`config.mk`:
```
export PLATFORM = sky130hd
export DESIGN_NAME = program_loader_flat
export DESIGN_NICKNAME = d
export VERILOG_FILES = /design/src/rtl/program_loader_pkg.sv /design/src/rtl/program_loader_if.sv /design/src/rtl/program_loader_uart_rx.sv /design/src/rtl/program_loader.sv /design/src/flat_wrapper.sv
export SDC_FILE = /design/constraint.sdc
export NUM_CORES = 1
export LEC_CHECK = 0
export CAP_MARGIN = 15
export CORE_MARGIN = 2
export CORE_UTILIZATION = 48
export CTS_BUF_LIST = sky130_fd_sc_hd__clkbuf_4 sky130_fd_sc_hd__clkbuf_8 sky130_fd_sc_hd__clkbuf_16
export CTS_CLUSTER_DIAMETER = 120
export DETAILED_ROUTE_END_ITERATION = 16
export PLACE_DENSITY_LB_ADDON = 0.1
export SYNTH_ARGS = -nofsm -noshare
export SYNTH_HDL_FRONTEND = slang
export SYNTH_HIERARCHICAL = 1
export SYNTH_SLANG_ARGS = --single-unit
```
`constraint.sdc`:
```
create_clock -name clk -period 1.5 [get_ports clk]
set_input_delay 0.3 -clock clk [delete_from_list [all_inputs] [get_ports clk]]
set_output_delay 0.3 -clock clk [all_outputs]
set_load 0.02 [all_outputs]
```
`src/rtl/program_loader_pkg.sv`:
```
// Shared types and constants for the MC14500B serial program loader.
// PROGRAM_LOADER_PARITY_EN selects an 8E1 frame with an extra RX_PARITY state.
package loader_pkg;

  localparam int BYTES_PER_WORD = 2;

`ifdef PROGRAM_LOADER_PARITY_EN
  localparam int FRAME_BITS = 11;
`else
  localparam int FRAME_BITS = 10;
`endif

  typedef enum logic [2:0] {
    RX_IDLE,
    RX_START,
    RX_DATA,
`ifdef PROGRAM_LOADER_PARITY_EN
    RX_PARITY,
`endif
    RX_STOP
  } rx_state_t;

  typedef enum logic [1:0] {
    WAIT_LO,
    WAIT_HI,
    WRITE
  } word_state_t;

endpackage

```
`src/rtl/program_loader_if.sv`:
```
// Program-RAM write port: the loader drives it as master, the RAM consumes it as slave.
interface program_loader_if #(
  parameter int ADDR_WIDTH = 8,
  parameter int DATA_WIDTH = 12
);

  logic                  program_write;
  logic [DATA_WIDTH-1:0] program_cmd;
  logic [ADDR_WIDTH-1:0] program_address;

  modport master (output program_write, output program_cmd, output program_address);
  modport slave  (input  program_write, input  program_cmd, input  program_address);

endinterface

```
`src/rtl/program_loader_uart_rx.sv`:
```
// UART receiver: 2-flop synchronizer, mid-bit sampling FSM and byte/error pulses.
// PROGRAM_LOADER_PARITY_EN adds an even-parity bit check before the stop bit.
module uart_rx
  import loader_pkg::*;
#(
  parameter int CLKS_PER_BIT = 16
) (
  input  logic       clk,
  input  logic       reset_n,
  input  logic       rx,
  output logic       byte_valid,
  output logic [7:0] byte_data,
  output logic       err_pulse
);

  localparam int BW = $clog2(CLKS_PER_BIT);
  localparam int CW = $clog2(FRAME_BITS);
  localparam logic [BW-1:0] HALF_LAST = BW'(CLKS_PER_BIT / 2 - 1);
  localparam logic [BW-1:0] FULL_LAST = BW'(CLKS_PER_BIT - 1);
  localparam logic [CW-1:0] LAST_BIT  = CW'(7);
`ifdef PROGRAM_LOADER_PARITY_EN
  localparam rx_state_t AFTER_DATA = RX_PARITY;
`else
  localparam rx_state_t AFTER_DATA = RX_STOP;
`endif

  logic          rx_meta_q, rx_sync_q, rx_prev_q;
  rx_state_t     state_q;
  logic [BW-1:0] baud_q;
  logic [CW-1:0] bit_q;
  logic [7:0]    shift_q;
  logic          valid_q, err_q;
  logic          stop_ok;

  always_ff @(posedge clk or negedge reset_n) begin
    if (!reset_n) begin
      rx_meta_q <= 1'b1;
      rx_sync_q <= 1'b1;
      rx_prev_q <= 1'b1;
    end else begin
      rx_meta_q <= rx;
      rx_sync_q <= rx_meta_q;
      rx_prev_q <= rx_sync_q;
    end
  end

`ifdef PROGRAM_LOADER_PARITY_EN
  logic par_err_q;
  assign stop_ok = rx_sync_q & ~par_err_q;
`else
  assign stop_ok = rx_sync_q;
`endif

  always_ff @(posedge clk or negedge reset_n) begin
    if (!reset_n) begin
      state_q   <= RX_IDLE;
      baud_q    <= '0;
      bit_q     <= '0;
      shift_q   <= '0;
      valid_q   <= 1'b0;
      err_q     <= 1'b0;
`ifdef PROGRAM_LOADER_PARITY_EN
      par_err_q <= 1'b0;
`endif
    end else begin
      valid_q <= 1'b0;
      err_q   <= 1'b0;
      case (state_q)
        RX_IDLE: begin
          if (rx_prev_q && !rx_sync_q) begin
            state_q <= RX_START;
            baud_q  <= '0;
          end
        end
        // A start bit that is high again at mid-bit is treated as a glitch.
        RX_START: begin
          if (baud_q == HALF_LAST) begin
            baud_q  <= '0;
            bit_q   <= '0;
            state_q <= rx_sync_q ? RX_IDLE : RX_DATA;
          end else begin
            baud_q <= baud_q + 1'b1;
          end
        end
        RX_DATA: begin
          if (baud_q == FULL_LAST) begin
            baud_q  <= '0;
            shift_q <= {rx_sync_q, shift_q[7:1]};
            bit_q   <= bit_q + 1'b1;
            state_q <= (bit_q == LAST_BIT) ? AFTER_DATA : RX_DATA;
          end else begin
            baud_q <= baud_q + 1'b1;
          end
        end
`ifdef PROGRAM_LOADER_PARITY_EN
        RX_PARITY: begin
          if (baud_q == FULL_LAST) begin
            baud_q    <= '0;
            par_err_q <= rx_sync_q ^ (^shift_q);
            state_q   <= RX_STOP;
          end else begin
            baud_q <= baud_q + 1'b1;
          end
        end
`endif
        // Returning to idle right at the sample point keeps back-to-back frames aligned.
        RX_STOP: begin
          if (baud_q == FULL_LAST) begin
            baud_q  <= '0;
            state_q <= RX_IDLE;
            if (stop_ok) begin
              valid_q <= 1'b1;
            end else begin
              err_q <= 1'b1;
            end
          end else begin
            baud_q <= baud_q + 1'b1;
          end
        end
        default: state_q <= RX_IDLE;
      endcase
    end
  end

  assign byte_valid = valid_q;
  assign byte_data  = shift_q;
  assign err_pulse  = err_q;

endmodule

```
`src/rtl/program_loader.sv`:
```
// MC14500B program loader: pairs UART bytes into instruction words and writes them to program RAM.
// Define PROGRAM_LOADER_PARITY_EN to receive 8E1 frames instead of 8N1.
module program_loader
  import loader_pkg::*;
#(
  parameter int ADDR_WIDTH        = 8,
  parameter int INSTRUCTION_WIDTH = 4,
  parameter int DATA_WIDTH        = ADDR_WIDTH + INSTRUCTION_WIDTH,
  parameter int CLKS_PER_BIT      = 16,
  parameter int IDLE_TIMEOUT      = 4096
) (
  input  logic              clk,
  input  logic              reset_n,
  input  logic              rx,
  program_loader_if.master  prog,
  output logic              loading,
  output logic              frame_error
);

  localparam int HI_BITS = DATA_WIDTH - 8 * (BYTES_PER_WORD - 1);
  localparam int TW      = $clog2(IDLE_TIMEOUT + 1);
  localparam logic [TW-1:0] IDLE_LAST = TW'(IDLE_TIMEOUT - 1);
  localparam logic [TW-1:0] IDLE_MAX  = TW'(IDLE_TIMEOUT);

  logic                  byte_valid, err_pulse;
  logic [7:0]            byte_data;
  word_state_t           word_state_q;
  logic [7:0]            lo_byte_q;
  logic [ADDR_WIDTH-1:0] addr_q, wr_addr_q;
  logic [DATA_WIDTH-1:0] wr_cmd_q;
  logic                  wr_q, loading_q, frame_error_q;
  logic [TW-1:0]         idle_cnt_q;
  logic                  idle_expire;

  uart_rx #(.CLKS_PER_BIT(CLKS_PER_BIT)) u_rx (
    .clk        (clk),
    .reset_n    (reset_n),
    .rx         (rx),
    .byte_valid (byte_valid),
    .byte_data  (byte_data),
    .err_pulse  (err_pulse)
  );

  // Fires once, on the cycle the idle count reaches IDLE_TIMEOUT; the count then saturates.
  assign idle_expire = !byte_valid && (idle_cnt_q == IDLE_LAST);

  always_ff @(posedge clk or negedge reset_n) begin
    if (!reset_n) begin
      idle_cnt_q    <= '0;
      frame_error_q <= 1'b0;
    end else begin
      if (byte_valid) begin
        idle_cnt_q <= '0;
      end else if (idle_cnt_q != IDLE_MAX) begin
        idle_cnt_q <= idle_cnt_q + 1'b1;
      end
      if (err_pulse) begin
        frame_error_q <= 1'b1;
      end
    end
  end

  always_ff @(posedge clk or negedge reset_n) begin
    if (!reset_n) begin
      word_state_q <= WAIT_LO;
      lo_byte_q    <= '0;
      addr_q       <= '0;
      wr_addr_q    <= '0;
      wr_cmd_q     <= '0;
      wr_q         <= 1'b0;
      loading_q    <= 1'b0;
    end else begin
      wr_q <= 1'b0;
      case (word_state_q)
        WAIT_LO: begin
          if (byte_valid) begin
            lo_byte_q    <= byte_data;
            loading_q    <= 1'b1;
            word_state_q <= WAIT_HI;
          end else if (idle_expire && loading_q) begin
            loading_q <= 1'b0;
            addr_q    <= '0;
          end
        end
        WAIT_HI: begin
          if (byte_valid) begin
            wr_cmd_q     <= {byte_data[HI_BITS-1:0], lo_byte_q};
            wr_addr_q    <= addr_q;
            wr_q         <= 1'b1;
            word_state_q <= WRITE;
          end else if (idle_expire) begin
            word_state_q <= WAIT_LO;
          end
        end
        WRITE: begin
          addr_q       <= addr_q + 1'b1;
          word_state_q <= WAIT_LO;
        end
        default: word_state_q <= WAIT_LO;
      endcase
    end
  end

  assign prog.program_write   = wr_q;
  assign prog.program_cmd     = wr_cmd_q;
  assign prog.program_address = wr_addr_q;
  assign loading              = loading_q;
  assign frame_error          = frame_error_q;

endmodule

```
`src/flat_wrapper.sv`:
```
// flat-port wrapper written by rule: the top's interface ports become plain ports
module program_loader_flat import loader_pkg::*;
#(
  parameter int ADDR_WIDTH        = 8,
  parameter int INSTRUCTION_WIDTH = 4,
  parameter int DATA_WIDTH        = ADDR_WIDTH + INSTRUCTION_WIDTH,
  parameter int CLKS_PER_BIT      = 16,
  parameter int IDLE_TIMEOUT      = 4096
)
  (clk, reset_n, rx, loading, frame_error, prog_program_write, prog_program_cmd, prog_program_address);
  program_loader_if #(.ADDR_WIDTH(ADDR_WIDTH), .DATA_WIDTH(DATA_WIDTH)) prog_i ();
  input  logic clk;
  input  logic reset_n;
  input  logic rx;
  output logic loading;
  output logic frame_error;
  output wire logic [$bits(prog_i.program_write)-1:0] prog_program_write;
  output wire logic [$bits(prog_i.program_cmd)-1:0] prog_program_cmd;
  output wire logic [$bits(prog_i.program_address)-1:0] prog_program_address;
  assign prog_program_write = prog_i.program_write;
  assign prog_program_cmd = prog_i.program_cmd;
  assign prog_program_address = prog_i.program_address;
  program_loader #(.ADDR_WIDTH(ADDR_WIDTH), .INSTRUCTION_WIDTH(INSTRUCTION_WIDTH), .DATA_WIDTH(DATA_WIDTH), .CLKS_PER_BIT(CLKS_PER_BIT), .IDLE_TIMEOUT(IDLE_TIMEOUT)) u_core (.clk(clk), .reset_n(reset_n), .rx(rx), .prog(prog_i), .loading(loading), .frame_error(frame_error));
endmodule
```
## Word level (Yosys, flattened, before mapping)

Cells that the tools add are included.

| word-level totals | value |
|---|---|
| register bits | 78 |
| input port bits | 3 |
| output and inout port bits | 23 |
| logic and storage cells | 95 |

| cells by class | value |
|---|---|
| add/sub/neg operators | 4 |
| equality and inequality tests | 18 |
| muxes and demuxes | 33 |
| reduce and logical (&&, ||, !) cells | 22 |

Operator list:

| cell | number |
|---|---|
| $mux W13 | 2 |
| $mux W4 | 5 |
| $mux W8 | 2 |
| $pmux W8 S2 | 1 |
| $add A13 B1 Y13 const B | 1 |
| $eq A13 B12 Y1 const B | 1 |
| $ne A13 B13 Y1 const B | 1 |
| $mux W3 | 4 |
| $ne A2 B2 Y1 const B | 6 |
| $pmux W3 S4 | 1 |
| $pmux W4 S3 | 1 |
| $reduce_and A2 Y1 | 6 |
| $mux W1 | 11 |
| $add A4 B1 Y4 const B | 2 |
| $add A8 B1 Y8 const B | 1 |
| $eq A4 B3 Y1 const B | 2 |
| $mux W2 | 4 |
| $pmux W4 S2 | 1 |
| $reduce_bool A2 Y1 | 4 |
| $eq A3 B2 Y1 const B | 2 |
| $reduce_and A3 Y1 | 2 |
| $eq A4 B4 Y1 const B | 1 |
| $pmux W2 S2 | 1 |
| $reduce_and A4 Y1 | 1 |
| other kinds (11) | 14 |

## Logic depth before layout (Yosys ltp)

Gate-level depths: netlist of run 1.

| depth | value |
|---|---|
| depth in word-level cells | 6 |
| depth in mapped cells | 7 |
| mapped depth without buffers | 6 |

## Hierarchy

Netlist of run 1, hierarchy kept.

Modules (own cells, without submodules):

| module | instances | cells an instance | area each (um^2) |
|---|---|---|---|
| program_loader | 1 | 234 | 2323.5 |
| uart_rx | 1 | 87 | 1038.5 |

## Worst setup path after synthesis of run 1

No wires, ideal clock.

| timing | value |
|---|---|
| kind | register to register |
| start point | register u_core.idle_cnt_q[0] |
| end point | register u_core.loading_q (netlist: u_core/loading) |
| library setup time | 0.118 ns |
| arrival | 1.556 ns |
| data required time | 1.382 ns |
| slack | -0.174 ns |
| cell stages (with the launch flop) | 6 |
| path buffers | 0 |
| period minus slack after synthesis | 1.674 ns |
| path through | dfrtp_1 ha_1 nand3_1 or4_4 nand2b_1 a21o_1 |

| on the way | value |
|---|---|
| longest elaborated chain between the ends | 5 |

Ends and longest elaborated chain:

| element | line | source |
|---|---|---|
| start, declared | program_loader.sv:32 | `logic [TW-1:0] idle_cnt_q;` |
| start signal, assigned | program_loader.sv:55 | `idle_cnt_q <= idle_cnt_q + 1'b1;` |
| $eq A13 B12 Y1 | program_loader.sv:45 | `assign idle_expire = !byte_valid && (idle_cnt_q == IDLE_LAST);` |
| $logic_and A1 B1 Y1 | program_loader.sv:45 |  |
| $logic_and A1 B1 Y1 | program_loader.sv:80 | `end else if (idle_expire && loading_q) begin` |
| $reduce_bool A2 Y1 (no source line) | - |  |
| $reduce_and A2 Y1 (no source line) | - |  |
| end signal, assigned | program_loader.sv:71 | `loading_q <= 1'b0;` |
| end signal, assigned | program_loader.sv:78 | `loading_q <= 1'b1;` |
| end signal, assigned | program_loader.sv:81 | `loading_q <= 1'b0;` |
| end, declared | program_loader.sv:31 | `logic wr_q, loading_q, frame_error_q;` |

No other way between the ends.
A chain may end at the register's enable or synchronous reset.

## Final worst setup path of run 1

| timing | value |
|---|---|
| start point | register u_core.idle_cnt_q[5] |
| end point | register u_core.idle_cnt_q[0] |

| on the way | value |
|---|---|
| longest elaborated chain between the ends | 2 |

Ends and longest elaborated chain:

| element | line | source |
|---|---|---|
| $ne A13 B13 Y1 | program_loader.sv:54 | `end else if (idle_cnt_q != IDLE_MAX) begin` |
| $reduce_bool A2 Y1 (no source line) | - |  |

No other way between the ends.

==> results of run 1 <==
## power by group
group,leakage [µW],internal (µW),total [µW],switching (µW)
Clock,0.0000984,794,1630,835
Combinational,0.000982,344,649,304
Sequential,0.00104,2150,2240,90.4
## repair_timing
| item | in CTS | in global routing |
|---|---|---|
| endpoints found under the hold margin | 14 | 0 |
| setup endpoints to repair | 40 | 15 |
| resized for setup | 27 | 15 |
| hold buffers | 1 | 0 |
| buffers inserted | 2 | 3 |
| pin swaps | 2 | 9 |
## placed cells by master (no fill, tap or decap), drive strengths merged, types with 2 or more instances in the layout
| cell | n |
|---|---|
| xor2 | 3 |
| mux2i | 4 |
| nand2b | 5 |
| nand3 | 13 |
| ha | 5 |
| buf | 38 |
| nand2 | 79 |
| nor2 | 21 |
| nand4 | 4 |
| dfstp | 3 |
| clkbuf | 9 |
| or4 | 2 |
| clkinvlp | 2 |
| nor4b | 2 |
| or3 | 5 |
| nand3b | 2 |
| dfrtp | 74 |
| or2 | 3 |
| inv | 9 |
| dlygate4sd2 | 23 |
| mux2 | 18 |
| a21oi | 14 |
| nor2b | 3 |
| and3 | 3 |
| xnor2 | 6 |
| o21ai | 15 |
| nor3 | 9 |
## per-stage QoR
step	hold WS, ps	TNS [ps]	cell area (µm²)	cells
2_1_floorplan	4.41	-245	3380	321
3_3_place_gp	192	-2.91	3950	463
3_5_place_dp	195	-337	3950	463
4_1_cts	349	0	4190	482
5_1_grt	364	-808	4260	485
6_report	357	-305	4260	485
## worst min-delay path by stage
stage / to / slack (ps) / depth (start not counted)
after floorplan: u_core/addr_q[0] / 4 / 0
after global placement: u_core/prog.program_address[1] / 190 / 1
after detailed placement: u_core/prog.program_address[1] / 190 / 1
after CTS: u_core/u_rx/rx_meta_q / 350 / 1
after global routing: u_core/u_rx/rx_sync_q / 360 / 0
final: u_core/u_rx/rx_sync_q / 360 / 0
## cells in the mapped netlist, types with 3 or more instances
cell / n / area, µm²
nand2_1: 78 / 293
dfrtp_1: 74 / 1850
nor2_1: 19 / 71.3
mux2_2: 16 / 180
a21oi_1: 14 / 70.1
o21ai_0: 13 / 65.1
nand3_1: 12 / 60.1
nor3_1: 9 / 45.0
inv_1: 6 / 22.5
xnor2_1: 6 / 52.6
clkbuf_1: 5 / 18.8
ha_1: 5 / 62.6
nand2b_1: 5 / 31.3
or3_1: 5 / 31.3
mux2i_1: 4 / 40.0
and3_1: 3 / 18.8
buf_2: 3 / 15.0
buf_6: 3 / 33.8
dfstp_2: 3 / 78.8
nand4_1: 3 / 18.8
nor2b_1: 3 / 18.8
xor2_1: 3 / 26.3
## cell families (layout without fill, tap and decap cells)
kind of cell | count (synthesis) | after routing | synth area share, %
AND/OR/NAND/NOR | 155 | 155 | 22.4
flip-flops | 77 | 77 | 57.4
AO/OA/AOI/OAI | 36 | 36 | 5.84
multiplexers | 22 | 22 | 7.44
buffers and inverters | 17 | 85 | 2.68
XOR/XNOR | 9 | 9 | 2.34
adder cells (fa/ha/maj) | 5 | 5 | 1.86
## sequential cells by signal, summed over array words and instances (netlist names)
signal                       flops
u_core/addr_q                    8
u_core/frame_error               1
u_core/idle_cnt_q               13
u_core/lo_byte_q                 8
u_core/loading                   1
u_core/prog.program_address      8
u_core/prog.program_cmd         12
u_core/prog.program_write        1
u_core/u_rx/baud_q               4
u_core/u_rx/bit_q                4
u_core/u_rx/byte_data            8
u_core/u_rx/byte_valid           1
u_core/u_rx/err_pulse            1
u_core/u_rx/rx_meta_q            1
u_core/u_rx/rx_prev_q            1
u_core/u_rx/rx_sync_q            1
u_core/u_rx/state_q              2
u_core/word_state_q              2
## per-layer routing
metal | vias to the layer above | GRT usage [%]
met5 | - | 0
met2 | 47 | 30.0
met1 | 1184 | 26.5
met4 | 0 | 7.13
li1 | 1218 | -
met3 | 12 | 3.96
## layout make-up
class | count | area, µm² | share of cell area (%)
multi-input combinational | 227 | 1430 | 33.6
clock buffer | 9 | 124 | 2.90
inverter | 6 | 22.5 | 0.528
timing repair buffer | 63 | 548 | 12.9
sequential | 77 | 1930 | 45.3
clock inverter | 7 | 82.6 | 1.94
tap | 96 | 120 | 2.82
==> results.sh, run 1 <==
export IMPL_outcome="finished, violations left"
export IMPL_violations="setup timing"
export IMPL_cp_max_fo=3
export IMPL_setup_ws_ps=-124
export IMPL_grt_first_pass_wirelength_um=11400
export IMPL_rr_worst_depth=5
export IMPL_synth_seq_cells=77
export IMPL_worst_pin_slew_ps=545
export IMPL_drive_above_1_share_pct=24.9
export IMPL_routed_wl_met2_um=3230
export IMPL_core_um2=6790
export IMPL_yosysSeqAreaShare_pct=57.4
export IMPL_layout_min_cycle_time_ps=1620
export IMPL_netlist_cell_type_count=46
export IMPL_wl_met3_um=213
export IMPL_cap_violations=0
export IMPL_fmax_mhz=616
export IMPL_drtIter0Drc=95
export IMPL_crit_path_start="u_core/idle_cnt_q[5]"
export IMPL_ys_flop_type="dfrtp_1"
export IMPL_grt_use_total_pct=19.2
export IMPL_setup_viol=3
export IMPL_grt_max_degree=48
export IMPL_die_height_um=87.7
export IMPL_crit_slowest_cell="nor4b_1"
export IMPL_num_vias=2461
export IMPL_num_io_pins=26
export IMPL_async_flop_share_pct=100
export IMPL_hold_viol=0
export IMPL_netlist_instances=321
export IMPL_grt_pass1_vias=2393
export IMPL_wl_per_cell_um=13.5
export IMPL_start_util_pct=49.5
export IMPL_fp_row_count=30
export IMPL_cp_start_kind="register"
export IMPL_area_growth_pct=26.8
export IMPL_yosys_warnings=6
export IMPL_routed_top_layer="met4"
export IMPL_slowest_delay_ps=470
export IMPL_fin_skew_ps=8.26
export IMPL_powerDensity_nw_per_um2=1060
export IMPL_fillers=579
export IMPL_finalCritPeriodShare_pct=108
export IMPL_wl_met1_um=2980
export IMPL_clk_latency_ps=350
export IMPL_crit_chain="buf_4 > nor4b_1 > nand3_2 > xnor2_1 > nor2_1"
export IMPL_drc=0
export IMPL_hp_start="u_core/u_rx/rx_meta_q"
export IMPL_die_x_um=87.7
export IMPL_h_tree_depth=3
export IMPL_relSlewSlack_pct=63.2
export IMPL_cts_sinks=77
export IMPL_wirelength_um=6550
export IMPL_cp_depth=5
export IMPL_r2r_start="u_core/idle_cnt_q[5]"
export IMPL_path_delay_family="simple AND/OR/NAND/NOR gates"
export IMPL_path_clk_slew_ps=80
export IMPL_antenna_found_initial=0
export IMPL_gp_congestion=0.769
export IMPL_slew_violations=0
export IMPL_hpwl_um=4340
export IMPL_syn_area_um2=3360
export IMPL_root_buffer="clkbuf_8"
export IMPL_timing_rr_end="u_core/idle_cnt_q[0]"
export IMPL_crit_type="reg -> reg"
export IMPL_critPathBufInv=1
export IMPL_drtPass1Iterations=4
export IMPL_avgViaCountPerCell=5.07
export IMPL_crit_arrival_ps=1860
export IMPL_numCtsBuffers=9
export IMPL_crit_end="u_core/idle_cnt_q[0]"
export IMPL_required_ps=1730
export IMPL_hp_class="reg -> reg"
export IMPL_clk_path_buf_depth=2
export IMPL_ir_drop_mv=0.894
export IMPL_rrSetupSlack_ps=-120
export IMPL_cp_end_kind="register"
export IMPL_ant_nets=0
export IMPL_gr_total_overflow=0
export IMPL_diodes=0
export IMPL_port_buffers=25
export IMPL_place_ws_ps=-69.5
export IMPL_p_leak_uw=0.00212
export IMPL_post_synth_cell_area_avg_um2=10.5
export IMPL_final_util_pct=62.8
export IMPL_dieArea_um2=7690
export IMPL_synth_edf_count=0
export IMPL_syn_nets=329
export IMPL_power_uw=4520
export IMPL_layout_nets=392
export IMPL_cts_tree="done"
export IMPL_rsz0062_at_grt="yes"
Note: power is estimated with default switching activity, not from simulation.
==> run 2, diff against run 1 <==
Settings changed: TNS_END_PERCENT set to 20.
==> results.sh, run 2 (same netlist as run 1, synthesis figures left out) <==
export IMPL_path_delay_family="simple AND/OR/NAND/NOR gates"
export IMPL_crit_chain="ha_4 > nand3_4 > or4_4 > nand2b_4 > a21o_1"
export IMPL_p_switching_uw=1200
export IMPL_placedCellCount=468
export IMPL_drtPass1Iterations=4
export IMPL_wirelength_um=6660
export IMPL_die_x_um=87.7
export IMPL_wl_per_cell_um=13.6
export IMPL_drc=0
export IMPL_final_util_pct=63.8
export IMPL_cts_tree="done"
export IMPL_gp_congestion=0.774
export IMPL_relSlewSlack_pct=77.4
export IMPL_cp_max_fo=3
export IMPL_clk_latency_ps=350
export IMPL_place_ws_ps=-23.4
export IMPL_critPathBufInv=0
export IMPL_regMostFlops="u_core/idle_cnt_q"
export IMPL_fp_row_count=30
export IMPL_rsz0062_at_grt="yes"
export IMPL_num_io_pins=26
export IMPL_grt_pass1_vias=2402
export IMPL_powerDensity_nw_per_um2=1070
export IMPL_mostFrequentLayoutCell="nand2_1"
export IMPL_hpwl_um=4490
export IMPL_required_ps=1750
export IMPL_diodes=0
export IMPL_gr_total_overflow=0
export IMPL_die_height_um=87.7
export IMPL_ir_drop_mv=0.638
export IMPL_final_cell_mix="nand2_1, dfrtp_1, buf_4"
export IMPL_slew_violations=0
export IMPL_power_frac_comb_pct=14.5
export IMPL_largest_reg_flops=13
export IMPL_path_clk_slew_ps=80
export IMPL_antenna_found_initial=0
export IMPL_violations="setup timing"
export IMPL_cp_start_kind="register"
export IMPL_grt_first_pass_wirelength_um=11200
export IMPL_clkPwrFrac_pct=37.6
export IMPL_place_area_um2=3980
export IMPL_layout_nets=396
export IMPL_hp_class="in -> reg"
export IMPL_port_buffers=25
export IMPL_num_vias=2472
export IMPL_layout_min_cycle_time_ps=1520
export IMPL_crit_arrival_ps=1760
export IMPL_pwr_share_seq_pct=48.0
export IMPL_ant_nets=0
export IMPL_crit_type="reg -> reg"
export IMPL_cap_violations=0
export IMPL_outcome="finished, violations left"
export IMPL_fin_area_um2=4340
export IMPL_setup_viol=2
export IMPL_dieArea_um2=7690
export IMPL_h_tree_depth=3
export IMPL_root_buffer="clkbuf_8"
export IMPL_drtIter0Drc=90
export IMPL_cp_end_kind="register"
export IMPL_core_um2=6790
export IMPL_fillers=561
export IMPL_p_leak_uw=0.00216
export IMPL_internal_power_uw=3450
export IMPL_grt_use_total_pct=19.0
export IMPL_slowest_delay_ps=450
export IMPL_cts_sinks=77
export IMPL_fin_skew_ps=6.77
export IMPL_power_uw=4650
export IMPL_area_growth_pct=29.0
export IMPL_stdcell_count=489
export IMPL_drive_above_1_share_pct=26.5
export IMPL_avgViaCountPerCell=5.06
export IMPL_start_util_pct=49.5
export IMPL_swShare_pct=25.7
export IMPL_setup_ws_ps=-15.0
export IMPL_fmax_mhz=660
export IMPL_clk_path_buf_depth=2
export IMPL_finalCritPeriodShare_pct=101
export IMPL_crit_slowest_cell="or4_4"
export IMPL_grt_max_degree=36
export IMPL_numCtsBuffers=9
export IMPL_hold_viol=0
export IMPL_worst_pin_slew_ps=339
[run 2: stage by stage]
stage,hold WS (ps),TNS (ps)
5_1_grt,349,-488
2_1_floorplan,4.41,-288
4_1_cts,326,-8.42
3_5_place_dp,231,-123
6_report,348,-25.0
3_3_place_gp,222,0
[run 2: power groups by stage]
| stage | Sequential, µW | Clock (µW) | Combinational (µW) |
|---|---|---|---|
| floorplan | 2250 | 0 | 418 |
| global placement | 2250 | 0 | 652 |
| detailed placement | 2260 | 0 | 661 |
| CTS | 2220 | 1790 | 667 |
| global route | 2240 | 1890 | 754 |
| finish | 2230 | 1750 | 673 |
[run 2: final timing paths]
| check | startpoint | to | slack, ps | cells after the start |
|---|---|---|---|---|
| max in group asynchronous | reset_n | u_core/u_rx/rx_meta_q | 600 | 3 |
| hold / removal | rx | u_core/u_rx/rx_meta_q | 350 | 1 |
| setup / recovery | u_core/idle_cnt_q[1] | u_core/loading | -20 | 5 |
| min in group asynchronous | reset_n | u_core/addr_q[2] | 390 | 2 |
| setup reg to reg | u_core/idle_cnt_q[1] | u_core/loading | -20 | 5 |
| hold reg to reg | u_core/u_rx/rx_meta_q | u_core/u_rx/rx_sync_q | 360 | 0 |
[run 2: what timing repair did]
item | CTS | global route
setup buffers | 0 | 4
pin swaps | 3 | 10
gates resized for setup | 27 | 24
setup endpoints to repair | 45 | 26
gates cloned | 0 | 0
hold endpoints to repair | 19 | 0
hold buffers | 1 | 0
[run 2: cell type report]
| class | instances | area (µm²) | area share (%) |
|---|---|---|---|
| Timing Repair Buffer | 67 | 569 | 13.1 |
| Tap cell | 96 | 120 | 2.77 |
| Multi-Input combinational cell | 227 | 1470 | 33.9 |
| Inverter | 6 | 25.0 | 0.577 |
| Clock buffer | 9 | 124 | 2.86 |
| Sequential cell | 77 | 1930 | 44.5 |
| Clock inverter | 7 | 97.6 | 2.25 |
[run 2: routing by layer]
metal | vias to the layer above | track usage, % | wire length (µm)
met5 | - | 0 | 0
met4 | 0 | 10.6 | 127
met3 | 10 | 3.58 | 160
met2 | 34 | 30.0 | 3220
met1 | 1210 | 24.8 | 3150
li1 | 1218 | - | -
==> run 3, diff against run 2 <==
Settings changed: CTS_BUF_LIST sky130_fd_sc_hd__clkbuf_4 sky130_fd_sc_hd__clkbuf_8 sky130_fd_sc_hd__clkbuf_16 to sky130_fd_sc_hd__clkbuf_8.
==> results of run 3 <==
Final layout, timing and power as in run 2 (identical DEF).
